File: src/rtl/mips_ctrl_pkg.sv
// Shared encodings for the Mini-MIPS multi-cycle sequencer: state codes,
// special opcodes, PC / write-back source selects and the Decode control bundle.
package mips_ctrl_pkg;

    typedef logic [2:0] state_t;

    localparam state_t ST_IDLE   = 3'd0;
    localparam state_t ST_FETCH  = 3'd1;
    localparam state_t ST_DECODE = 3'd2;
    localparam state_t ST_EXEC   = 3'd3;
    localparam state_t ST_MULW   = 3'd4;
    localparam state_t ST_MEM    = 3'd5;
    localparam state_t ST_WB     = 3'd6;
    localparam state_t ST_HALT   = 3'd7;

    localparam logic [5:0] OP_FINISH = 6'h3F;
    localparam logic [5:0] FN_JR     = 6'h08;
    localparam logic [4:0] ALU_MUL   = 5'b01101;

    typedef enum logic [1:0] {
        PC_SEL_PLUS4  = 2'd0,
        PC_SEL_BRANCH = 2'd1,
        PC_SEL_JUMP   = 2'd2,
        PC_SEL_RS     = 2'd3
    } pc_sel_e;

    typedef enum logic [1:0] {
        WB_SEL_ALU  = 2'd0,
        WB_SEL_MEM  = 2'd1,
        WB_SEL_LINK = 2'd2
    } wb_sel_e;

    // Subset of the Decode outputs the sequencer actually steers on.
    typedef struct packed {
        logic       reg_write;
        logic       mem_read;
        logic       mem_write;
        logic       mem_to_reg;
        logic       jump;
        logic       jump_reg;
        logic       link;
        logic [4:0] alu_ctrl;
    } ctrl_t;

    function automatic logic is_busy_state(input state_t s);
        return (s != ST_IDLE) && (s != ST_HALT);
    endfunction

endpackage

File: src/rtl/mips_multicycle_ctrl_if.sv
// Instruction/data memory handshake between the sequencer (master) and the
// memory side (slave).
interface mips_multicycle_ctrl_if;

    logic imem_req;
    logic imem_ack;
    logic dmem_req;
    logic dmem_we;
    logic dmem_ack;

    modport master (
        output imem_req,
        output dmem_req,
        output dmem_we,
        input  imem_ack,
        input  dmem_ack
    );

    modport slave (
        input  imem_req,
        input  dmem_req,
        input  dmem_we,
        output imem_ack,
        output dmem_ack
    );

endinterface

File: src/rtl/mips_branch_eval.sv
// Combinational branch resolution from the Decode branch strobes and the
// ALU compare flags of the rs - rt subtraction.
module mips_branch_eval (
    input  logic branch_eq,
    input  logic branch_ne,
    input  logic branch_gt,
    input  logic branch_gte,
    input  logic branch_lt,
    input  logic branch_lte,
    input  logic branch_gtu,
    input  logic branch_ltu,
    input  logic alu_zero,
    input  logic alu_lt,
    input  logic alu_ltu,
    output logic any_branch,
    output logic taken
);

    assign any_branch = branch_eq | branch_ne | branch_gt  | branch_gte |
                        branch_lt | branch_lte | branch_gtu | branch_ltu;

    assign taken = (branch_eq  &  alu_zero)                 |
                   (branch_ne  & ~alu_zero)                 |
                   (branch_gt  & ~alu_lt  & ~alu_zero)      |
                   (branch_gte & ~alu_lt)                   |
                   (branch_lt  &  alu_lt)                   |
                   (branch_lte & (alu_lt | alu_zero))       |
                   (branch_gtu & ~alu_ltu & ~alu_zero)      |
                   (branch_ltu &  alu_ltu);

endmodule

File: src/rtl/mips_multicycle_ctrl.sv
// Multi-cycle sequencer for the Mini-MIPS core: walks each instruction through
// FETCH/DECODE/EXEC[/MULW|MEM][/WB] and pulses the datapath enables.
module mips_multicycle_ctrl
    import mips_ctrl_pkg::*;
#(
    parameter int MUL_LATENCY = 4,
    parameter int CNT_W       = 32
) (
    input  logic                  clk,
    input  logic                  rst_n,
    input  logic                  start,
    input  logic [5:0]            opcode,
    input  logic [5:0]            funct,
    input  logic                  reg_write,
    input  logic                  mem_read,
    input  logic                  mem_write,
    input  logic                  mem_to_reg,
    input  logic                  reg_dst,
    input  logic                  alu_src,
    input  logic                  jump,
    input  logic                  jump_reg,
    input  logic                  link,
    input  logic                  branch_eq,
    input  logic                  branch_ne,
    input  logic                  branch_gt,
    input  logic                  branch_gte,
    input  logic                  branch_lt,
    input  logic                  branch_lte,
    input  logic                  branch_gtu,
    input  logic                  branch_ltu,
    input  logic [4:0]            alu_ctrl,
    input  logic                  alu_zero,
    input  logic                  alu_lt,
    input  logic                  alu_ltu,
    mips_multicycle_ctrl_if.master mem,
    output logic                  ir_we,
    output logic                  pc_we,
    output logic [1:0]            pc_sel,
    output logic                  rf_we,
    output logic [1:0]            wb_sel,
    output logic                  hilo_we,
    output logic                  halted,
    output logic                  busy,
    output logic [CNT_W-1:0]      retired
);

    localparam logic [3:0] MUL_LOAD = 4'(MUL_LATENCY - 1);

    ctrl_t   ctrl;
    logic    any_branch;
    logic    br_taken;
    logic    jr_hit;
    logic    unused_decode;

    state_t  state_q, state_d;
    logic [3:0] cnt_q, cnt_d;

    logic    ir_we_d, pc_we_d, rf_we_d, hilo_we_d, retire;
    pc_sel_e pc_sel_d;
    wb_sel_e wb_sel_d;

    logic    ir_we_q, pc_we_q, rf_we_q, hilo_we_q;
    pc_sel_e pc_sel_q;
    wb_sel_e wb_sel_q;
    logic    imem_req_q, dmem_req_q, dmem_we_q, halted_q, busy_q;
    logic [CNT_W-1:0] retired_q;

    assign ctrl = '{
        reg_write:  reg_write,
        mem_read:   mem_read,
        mem_write:  mem_write,
        mem_to_reg: mem_to_reg,
        jump:       jump,
        jump_reg:   jump_reg,
        link:       link,
        alu_ctrl:   alu_ctrl
    };

    // Register-destination and ALU-operand selects are datapath-only concerns.
    assign unused_decode = ^{reg_dst, alu_src};

    assign jr_hit = ctrl.jump_reg | ((opcode == 6'h00) && (funct == FN_JR));

    mips_branch_eval u_branch_eval (
        .branch_eq  (branch_eq),
        .branch_ne  (branch_ne),
        .branch_gt  (branch_gt),
        .branch_gte (branch_gte),
        .branch_lt  (branch_lt),
        .branch_lte (branch_lte),
        .branch_gtu (branch_gtu),
        .branch_ltu (branch_ltu),
        .alu_zero   (alu_zero),
        .alu_lt     (alu_lt),
        .alu_ltu    (alu_ltu),
        .any_branch (any_branch),
        .taken      (br_taken)
    );

    // Enables are decided on the transition and registered, so each pulse
    // lands in the first cycle of the state that follows the decision.
    always_comb begin
        state_d   = state_q;
        cnt_d     = cnt_q;
        ir_we_d   = 1'b0;
        pc_we_d   = 1'b0;
        pc_sel_d  = PC_SEL_PLUS4;
        rf_we_d   = 1'b0;
        wb_sel_d  = WB_SEL_ALU;
        hilo_we_d = 1'b0;
        retire    = 1'b0;

        case (state_q)
            ST_IDLE: begin
                if (start) state_d = ST_FETCH;
            end

            ST_FETCH: begin
                if (mem.imem_ack) begin
                    ir_we_d = 1'b1;
                    state_d = ST_DECODE;
                end
            end

            ST_DECODE: begin
                state_d = (opcode == OP_FINISH) ? ST_HALT : ST_EXEC;
            end

            ST_EXEC: begin
                if (any_branch) begin
                    pc_we_d  = 1'b1;
                    pc_sel_d = br_taken ? PC_SEL_BRANCH : PC_SEL_PLUS4;
                    retire   = 1'b1;
                    state_d  = ST_FETCH;
                end else if (jr_hit) begin
                    // Decode raises reg_write for all opcode-0 words; jr must not write.
                    pc_we_d  = 1'b1;
                    pc_sel_d = PC_SEL_RS;
                    retire   = 1'b1;
                    state_d  = ST_FETCH;
                end else if (ctrl.jump) begin
                    pc_we_d  = 1'b1;
                    pc_sel_d = PC_SEL_JUMP;
                    rf_we_d  = ctrl.link;
                    wb_sel_d = ctrl.link ? WB_SEL_LINK : WB_SEL_ALU;
                    retire   = 1'b1;
                    state_d  = ST_FETCH;
                end else if (ctrl.alu_ctrl == ALU_MUL) begin
                    cnt_d   = MUL_LOAD;
                    state_d = ST_MULW;
                end else if (ctrl.mem_read || ctrl.mem_write) begin
                    state_d = ST_MEM;
                end else begin
                    rf_we_d  = ctrl.reg_write;
                    wb_sel_d = ctrl.mem_to_reg ? WB_SEL_MEM : WB_SEL_ALU;
                    pc_we_d  = 1'b1;
                    retire   = 1'b1;
                    state_d  = ST_WB;
                end
            end

            ST_MULW: begin
                if (cnt_q == 4'd0) begin
                    hilo_we_d = 1'b1;
                    pc_we_d   = 1'b1;
                    retire    = 1'b1;
                    state_d   = ST_FETCH;
                end else begin
                    cnt_d = cnt_q - 4'd1;
                end
            end

            ST_MEM: begin
                if (mem.dmem_ack) begin
                    if (ctrl.mem_write) begin
                        pc_we_d = 1'b1;
                        retire  = 1'b1;
                        state_d = ST_FETCH;
                    end else begin
                        rf_we_d  = ctrl.reg_write;
                        wb_sel_d = ctrl.mem_to_reg ? WB_SEL_MEM : WB_SEL_ALU;
                        pc_we_d  = 1'b1;
                        retire   = 1'b1;
                        state_d  = ST_WB;
                    end
                end
            end

            ST_WB: begin
                state_d = ST_FETCH;
            end

            ST_HALT: begin
                state_d = ST_HALT;
            end

            default: begin
                state_d = ST_IDLE;
            end
        endcase
    end

    always_ff @(posedge clk or negedge rst_n) begin
        if (!rst_n) begin
            state_q    <= ST_IDLE;
            cnt_q      <= 4'd0;
            ir_we_q    <= 1'b0;
            pc_we_q    <= 1'b0;
            pc_sel_q   <= PC_SEL_PLUS4;
            rf_we_q    <= 1'b0;
            wb_sel_q   <= WB_SEL_ALU;
            hilo_we_q  <= 1'b0;
            imem_req_q <= 1'b0;
            dmem_req_q <= 1'b0;
            dmem_we_q  <= 1'b0;
            halted_q   <= 1'b0;
            busy_q     <= 1'b0;
            retired_q  <= '0;
        end else begin
            state_q    <= state_d;
            cnt_q      <= cnt_d;
            ir_we_q    <= ir_we_d;
            pc_we_q    <= pc_we_d;
            pc_sel_q   <= pc_sel_d;
            rf_we_q    <= rf_we_d;
            wb_sel_q   <= wb_sel_d;
            hilo_we_q  <= hilo_we_d;
            // Requests follow the state they belong to and are held while in it.
            imem_req_q <= (state_d == ST_FETCH);
            dmem_req_q <= (state_d == ST_MEM);
            dmem_we_q  <= (state_d == ST_MEM) && ctrl.mem_write;
            halted_q   <= (state_d == ST_HALT);
            busy_q     <= is_busy_state(state_d);
            if (retire) retired_q <= retired_q + CNT_W'(1);
        end
    end

    assign mem.imem_req = imem_req_q;
    assign mem.dmem_req = dmem_req_q;
    assign mem.dmem_we  = dmem_we_q;
    assign ir_we        = ir_we_q;
    assign pc_we        = pc_we_q;
    assign pc_sel       = pc_sel_q;
    assign rf_we        = rf_we_q;
    assign wb_sel       = wb_sel_q;
    assign hilo_we      = hilo_we_q;
    assign halted       = halted_q;
    assign busy         = busy_q;
    assign retired      = retired_q;

endmodule

File: src/flat_wrapper.sv
// flat-port wrapper written by rule: the top's interface ports become plain ports
module mips_multicycle_ctrl_flat import mips_ctrl_pkg::*;
#(
    parameter int MUL_LATENCY = 4,
    parameter int CNT_W       = 32
)
  (clk, rst_n, start, opcode, funct, reg_write, mem_read, mem_write, mem_to_reg, reg_dst, alu_src, jump, jump_reg, link, branch_eq, branch_ne, branch_gt, branch_gte, branch_lt, branch_lte, branch_gtu, branch_ltu, alu_ctrl, alu_zero, alu_lt, alu_ltu, ir_we, pc_we, pc_sel, rf_we, wb_sel, hilo_we, halted, busy, retired, mem_imem_req, mem_dmem_req, mem_dmem_we, mem_imem_ack, mem_dmem_ack);
  mips_multicycle_ctrl_if mem_i ();
  input  logic clk;
  input  logic rst_n;
  input  logic start;
  input  logic [5:0] opcode;
  input  logic [5:0] funct;
  input  logic reg_write;
  input  logic mem_read;
  input  logic mem_write;
  input  logic mem_to_reg;
  input  logic reg_dst;
  input  logic alu_src;
  input  logic jump;
  input  logic jump_reg;
  input  logic link;
  input  logic branch_eq;
  input  logic branch_ne;
  input  logic branch_gt;
  input  logic branch_gte;
  input  logic branch_lt;
  input  logic branch_lte;
  input  logic branch_gtu;
  input  logic branch_ltu;
  input  logic [4:0] alu_ctrl;
  input  logic alu_zero;
  input  logic alu_lt;
  input  logic alu_ltu;
  output logic ir_we;
  output logic pc_we;
  output logic [1:0] pc_sel;
  output logic rf_we;
  output logic [1:0] wb_sel;
  output logic hilo_we;
  output logic halted;
  output logic busy;
  output logic [CNT_W-1:0] retired;
  output wire logic [$bits(mem_i.imem_req)-1:0] mem_imem_req;
  output wire logic [$bits(mem_i.dmem_req)-1:0] mem_dmem_req;
  output wire logic [$bits(mem_i.dmem_we)-1:0] mem_dmem_we;
  input wire logic [$bits(mem_i.imem_ack)-1:0] mem_imem_ack;
  input wire logic [$bits(mem_i.dmem_ack)-1:0] mem_dmem_ack;
  assign mem_imem_req = mem_i.imem_req;
  assign mem_dmem_req = mem_i.dmem_req;
  assign mem_dmem_we = mem_i.dmem_we;
  assign mem_i.imem_ack = mem_imem_ack;
  assign mem_i.dmem_ack = mem_dmem_ack;
  mips_multicycle_ctrl #(.MUL_LATENCY(MUL_LATENCY), .CNT_W(CNT_W)) u_core (.clk(clk), .rst_n(rst_n), .start(start), .opcode(opcode), .funct(funct), .reg_write(reg_write), .mem_read(mem_read), .mem_write(mem_write), .mem_to_reg(mem_to_reg), .reg_dst(reg_dst), .alu_src(alu_src), .jump(jump), .jump_reg(jump_reg), .link(link), .branch_eq(branch_eq), .branch_ne(branch_ne), .branch_gt(branch_gt), .branch_gte(branch_gte), .branch_lt(branch_lt), .branch_lte(branch_lte), .branch_gtu(branch_gtu), .branch_ltu(branch_ltu), .alu_ctrl(alu_ctrl), .alu_zero(alu_zero), .alu_lt(alu_lt), .alu_ltu(alu_ltu), .mem(mem_i), .ir_we(ir_we), .pc_we(pc_we), .pc_sel(pc_sel), .rf_we(rf_we), .wb_sel(wb_sel), .hilo_we(hilo_we), .halted(halted), .busy(busy), .retired(retired));
endmodule
File: config.mk
export PLATFORM = sky130hd
export DESIGN_NAME = mips_multicycle_ctrl_flat
export DESIGN_NICKNAME = d
export VERILOG_FILES = /design/src/rtl/mips_ctrl_pkg.sv /design/src/rtl/mips_multicycle_ctrl_if.sv /design/src/rtl/mips_branch_eval.sv /design/src/rtl/mips_multicycle_ctrl.sv /design/src/flat_wrapper.sv
export SDC_FILE = /design/constraint.sdc
export NUM_CORES = 1
export LEC_CHECK = 0
export CAP_MARGIN = 15
export CELL_PAD_IN_SITES_DETAIL_PLACEMENT = 1
export CELL_PAD_IN_SITES_GLOBAL_PLACEMENT = 1
export CORE_ASPECT_RATIO = 0.9
export CORE_MARGIN = 2
export CORE_UTILIZATION = 35
export DETAILED_ROUTE_END_ITERATION = 7
export MAX_ROUTING_LAYER = met4
export PLACE_DENSITY = 0.76
export SLEW_MARGIN = 25
export SYNTH_ARGS = -nofsm -noshare
export SYNTH_HDL_FRONTEND = slang
export SYNTH_SLANG_ARGS = --single-unit
File: constraint.sdc
create_clock -name clk -period 2.4 [get_ports clk]
set_input_delay 0.24 -clock clk [delete_from_list [all_inputs] [get_ports clk]]
set_output_delay 0.24 -clock clk [all_outputs]
set_load 0.005 [all_outputs]
==> impl_metrics.tcl <==
set metrics [dict create \
    status "complete, no violations" \
    cap_violations 0 \
    pwr-share-clk_pct 18.6 \
    arrival_ns 2.33 \
    track_usage_pct 18.2 \
    r2r_slack_ns 0.27 \
    setup_viol 0 \
    power_density_mw_per_mm2 751 \
    drt-total-wl_mm 6.91 \
    cts_root_buffer "clkbuf_8" \
    peakVddDrop_mv 0.334 \
    finClkSkew_ns 0.0112 \
    clk_latency_ns 0.31 \
    start_util_pct 35.8 \
    die_area_sq_mm 0.00836 \
    yosysWarnings 0 \
    avgRoutedWirePerCell_um 15.6 \
    slew_headroom_pct 63.9 \
    h-tree-depth 2 \
    first_iter_violations 69 \
    numCtsBuffers 5 \
    synth_mux_area_share_pct 0.795 \
    worstSetupPathType "reg2reg" \
    vias 2356 \
    tightest_slew_ns 0.541 \
    synthAdderAreaFrac_pct 1.40 \
    p_int_mw 1.84 \
    synth_compound_area_share_pct 15.1 \
    ys_async_sr_fraction_pct 100 \
    syn-num-nets 295 \
    fin_crit_ns 2.13 \
    synthFlopType "dfrtp_1" \
    coreArea_sq_mm 0.00747 \
    rsz0062_at_grt "no" \
    grt_pass1_vias 2444 \
    cp.required_ns 2.60 \
    cts_sinks 52 \
    cp-end-kind "register" \
    ys_seq_area_share_pct 48.6 \
    leakagePower_nw 1.54 \
    synth_top_family_by_area "simple AND/OR/NAND/NOR gates" \
    cts_buffer_depth 2 \
    worstSetupStartpointType "register" \
    syn-cell-area_sq_mm 0.00268 \
    num_rows 30 \
    fmax_mhz 470 \
    viasPerCell 5.32 \
    p_switching_mw 1.00 \
    num-nets-final 391 \
    fillCellCount 841 \
    tritoncts "done" \
    grt_pass1_wl_mm 11.7 \
    place_congestion 0.749 \
    firstDrtPassIters 4 \
    path_clk_slew_ns 0.10 \
    slew_viol_final 0 \
    reg2reg_depth 6 \
    placed_area_sq_mm 0.00368 \
    synth_edf_count 0 \
    drc_errors 0 \
    antenna_found_initial 0 \
    swShare_pct 35.3 \
    yosysTopAreaCellShare_pct 48.6 \
    fin_crit_sh_pct 88.7 \
    syn_to_final_growth_pct 41.7 \
    syn_inst 250 \
    share_comb_of_total_power_pct 40.3 \
    ys_ff_latch 52 \
    place_hpwl_mm 5.34 \
    synth_xor_area_share_pct 10.8 \
    design_area_sq_mm 0.00379 \
    die_h_um 87.0 \
    cp_max_fo 22 \
    hold_viol 0 \
    hp-class "in2async" \
    synth.largest_area_cell "dfrtp_1" \
    rr_endpoint "u_core.retired[27]" \
    ant_nets 0 \
    grt_max_degree 31 \
    dieWidth_um 96.2 \
    synth_area_leaders "dfrtp_1, xnor2_1, o2111ai_1" \
    io_pins 87 \
    timing.rr.start "u_core.state_q[1]" \
    antennaDiodeCount 0 \
    sequentialPowerShare_pct 41.1 \
    grt_overflow_total 0 \
    port_buffers 84 \
    yosysUniqueCellTypes 50 \
    syn_avg_cell_area_sq_um 10.7 \
    drive_gt1_share_pct 9.22 \
    yosys.area_share.simple_pct 20.1 \
    finalSetupTns_ns 0 \
]
==> what timing repair did <==
item                                   in CTS  in global routing
gates resized for setup                     0                  0
setup buffers                               0                  0
hold buffers                                1                  0
endpoints found under the hold margin      21                  0
==> per-stage QoR <==
| stage | setup WS, ns | util (%) | total power, mW | hold WS (ns) | instances |
|---|---|---|---|---|---|
| 5_1_grt | 0.136 | 50.8 | 3.06 | 0.478 | 443 |
| 2_1_floorplan | 0.528 | - | 1.81 | -0.0556 | 250 |
| 4_1_cts | 0.250 | 50.8 | 2.88 | 0.450 | 443 |
| 3_3_place_gp | 0.120 | 49.3 | 2.30 | 0.241 | 434 |
| 6_report | 0.271 | 50.8 | 2.85 | 0.438 | 443 |
| 3_5_place_dp | 0.0545 | 49.3 | 2.33 | 0.253 | 434 |
==> cell families (layout without fill, tap and decap cells) <==
logic type | after synthesis | count (layout)
AO/OA/AOI/OAI | 55 | 55
adder cells (fa/ha/maj) | 3 | 3
XOR/XNOR | 33 | 33
AND/OR/NAND/NOR | 87 | 87
buffers and inverters | 18 | 115
multiplexers | 2 | 2
flip-flops | 52 | 52
==> area by class of cell <==
class / count / area, sq um / area share [%]
multi-input cells: 180 / 1290 / 34.1
clock inverters: 2 / 15.0 / 0.396
clock buffers: 6 / 82.6 / 2.18
repair buffers: 99 / 951 / 25.1
inverters: 8 / 30.0 / 0.792
flip-flops and latches: 52 / 1300 / 34.3
well taps: 96 / 120 / 3.17
==> state kept, by name, indices dropped and copies added, names as in the netlist <==
register and flops:
u_core.hilo_we 1, u_core.ir_we 1, u_core.pc_sel 2, u_core.retired 32, u_core.wb_sel 2, u_core.mem.dmem_req 1
u_core.mem.dmem_we 1, u_core.rf_we 1, u_core.cnt_q 4, u_core.mem.imem_req 1, u_core.state_q 3, u_core.pc_we 1
u_core.busy 1, u_core.halted 1
==> layout by cell type, fill, tap and decap left out, types with 5 or more instances in the layout <==
cell             instances
o21ai_0                  5
nor2_1                  14
buf_4                   14
o21ai_1                  6
and3_1                   8
dfrtp_1                 52
nand2_1                 11
clkdlybuf4s50_1         83
clkbuf_8                 6
and4_1                   5
xnor2_1                 31
o211ai_1                 7
inv_1                    7
nor3_1                   9
nor4_1                   8
o2111ai_1               16
a21oi_1                  5
==> how the worst max path moves through the flow <==
stage                            from                   to  slack, ns
floorplan             u_core.cnt_q[0]  u_core.mem.imem_req       0.53
global placement            branch_ne    u_core.retired[1]       0.12
detailed placement          branch_ne   u_core.retired[27]       0.05
CTS                 u_core.state_q[1]   u_core.retired[27]       0.25
global route                branch_ne  u_core.mem.imem_req       0.14
finish              u_core.state_q[1]   u_core.retired[27]       0.27
==> power groups by stage <==
| stage | Sequential [mW] | Clock (mW) | Combinational, mW |
|---|---|---|---|
| after global routing | 1.19 | 0.581 | 1.29 |
| final | 1.17 | 0.530 | 1.15 |
| after CTS | 1.17 | 0.550 | 1.16 |
| after detailed placement | 1.19 | 0 | 1.15 |
| after global placement | 1.18 | 0 | 1.12 |
| after floorplan | 1.18 | 0 | 0.630 |
==> metal layers <==
| metal | GRT usage [%] | vias up | part of all wire [%] | wire, um |
|---|---|---|---|---|
| li1 | - | 1123 | - | - |
| met1 | 23.2 | 1160 | 44 | 3010 |
| met2 | 30.1 | 68 | 50 | 3470 |
| met3 | 3.55 | 5 | 5.5 | 378 |
| met4 | 3.77 | 0 | 0.81 | 56 |
| met5 | - | - | 0 | 0 |
==> synthesized netlist by cell type, types with 2 or more instances <==
library cell and instances:
a21oi_1 5, nor3b_1 4, o21ai_1 6, nor4b_1 2, and2_1 4, clkbuf_1 5
nand3_1 4, inv_1 7, nand2_1 11, and4_1 5, o21bai_1 2, xor2_1 2
nand2b_1 3, xnor2_1 31, nor2_1 14, dfrtp_1 52, o31ai_1 2, nor4_1 8
nand3b_1 2, nor2b_1 2, and3_1 8, o2111ai_1 16, nand4_1 2, a31oi_1 2
buf_6 2, or3_1 2, ha_1 3, o21ai_0 6, o211ai_1 7, nor4_2 3
nor3_1 9
==> critical path, cell delays in order (launching register included) <==
cell,delay (ns)
dfrtp_1,0.39
or3b_4,0.44
nor4b_4,0.35
a211o_2,0.22
buf_4,0.27
o2111ai_1,0.19
xnor2_1,0.16
Power figures use the tool's default switching activity.
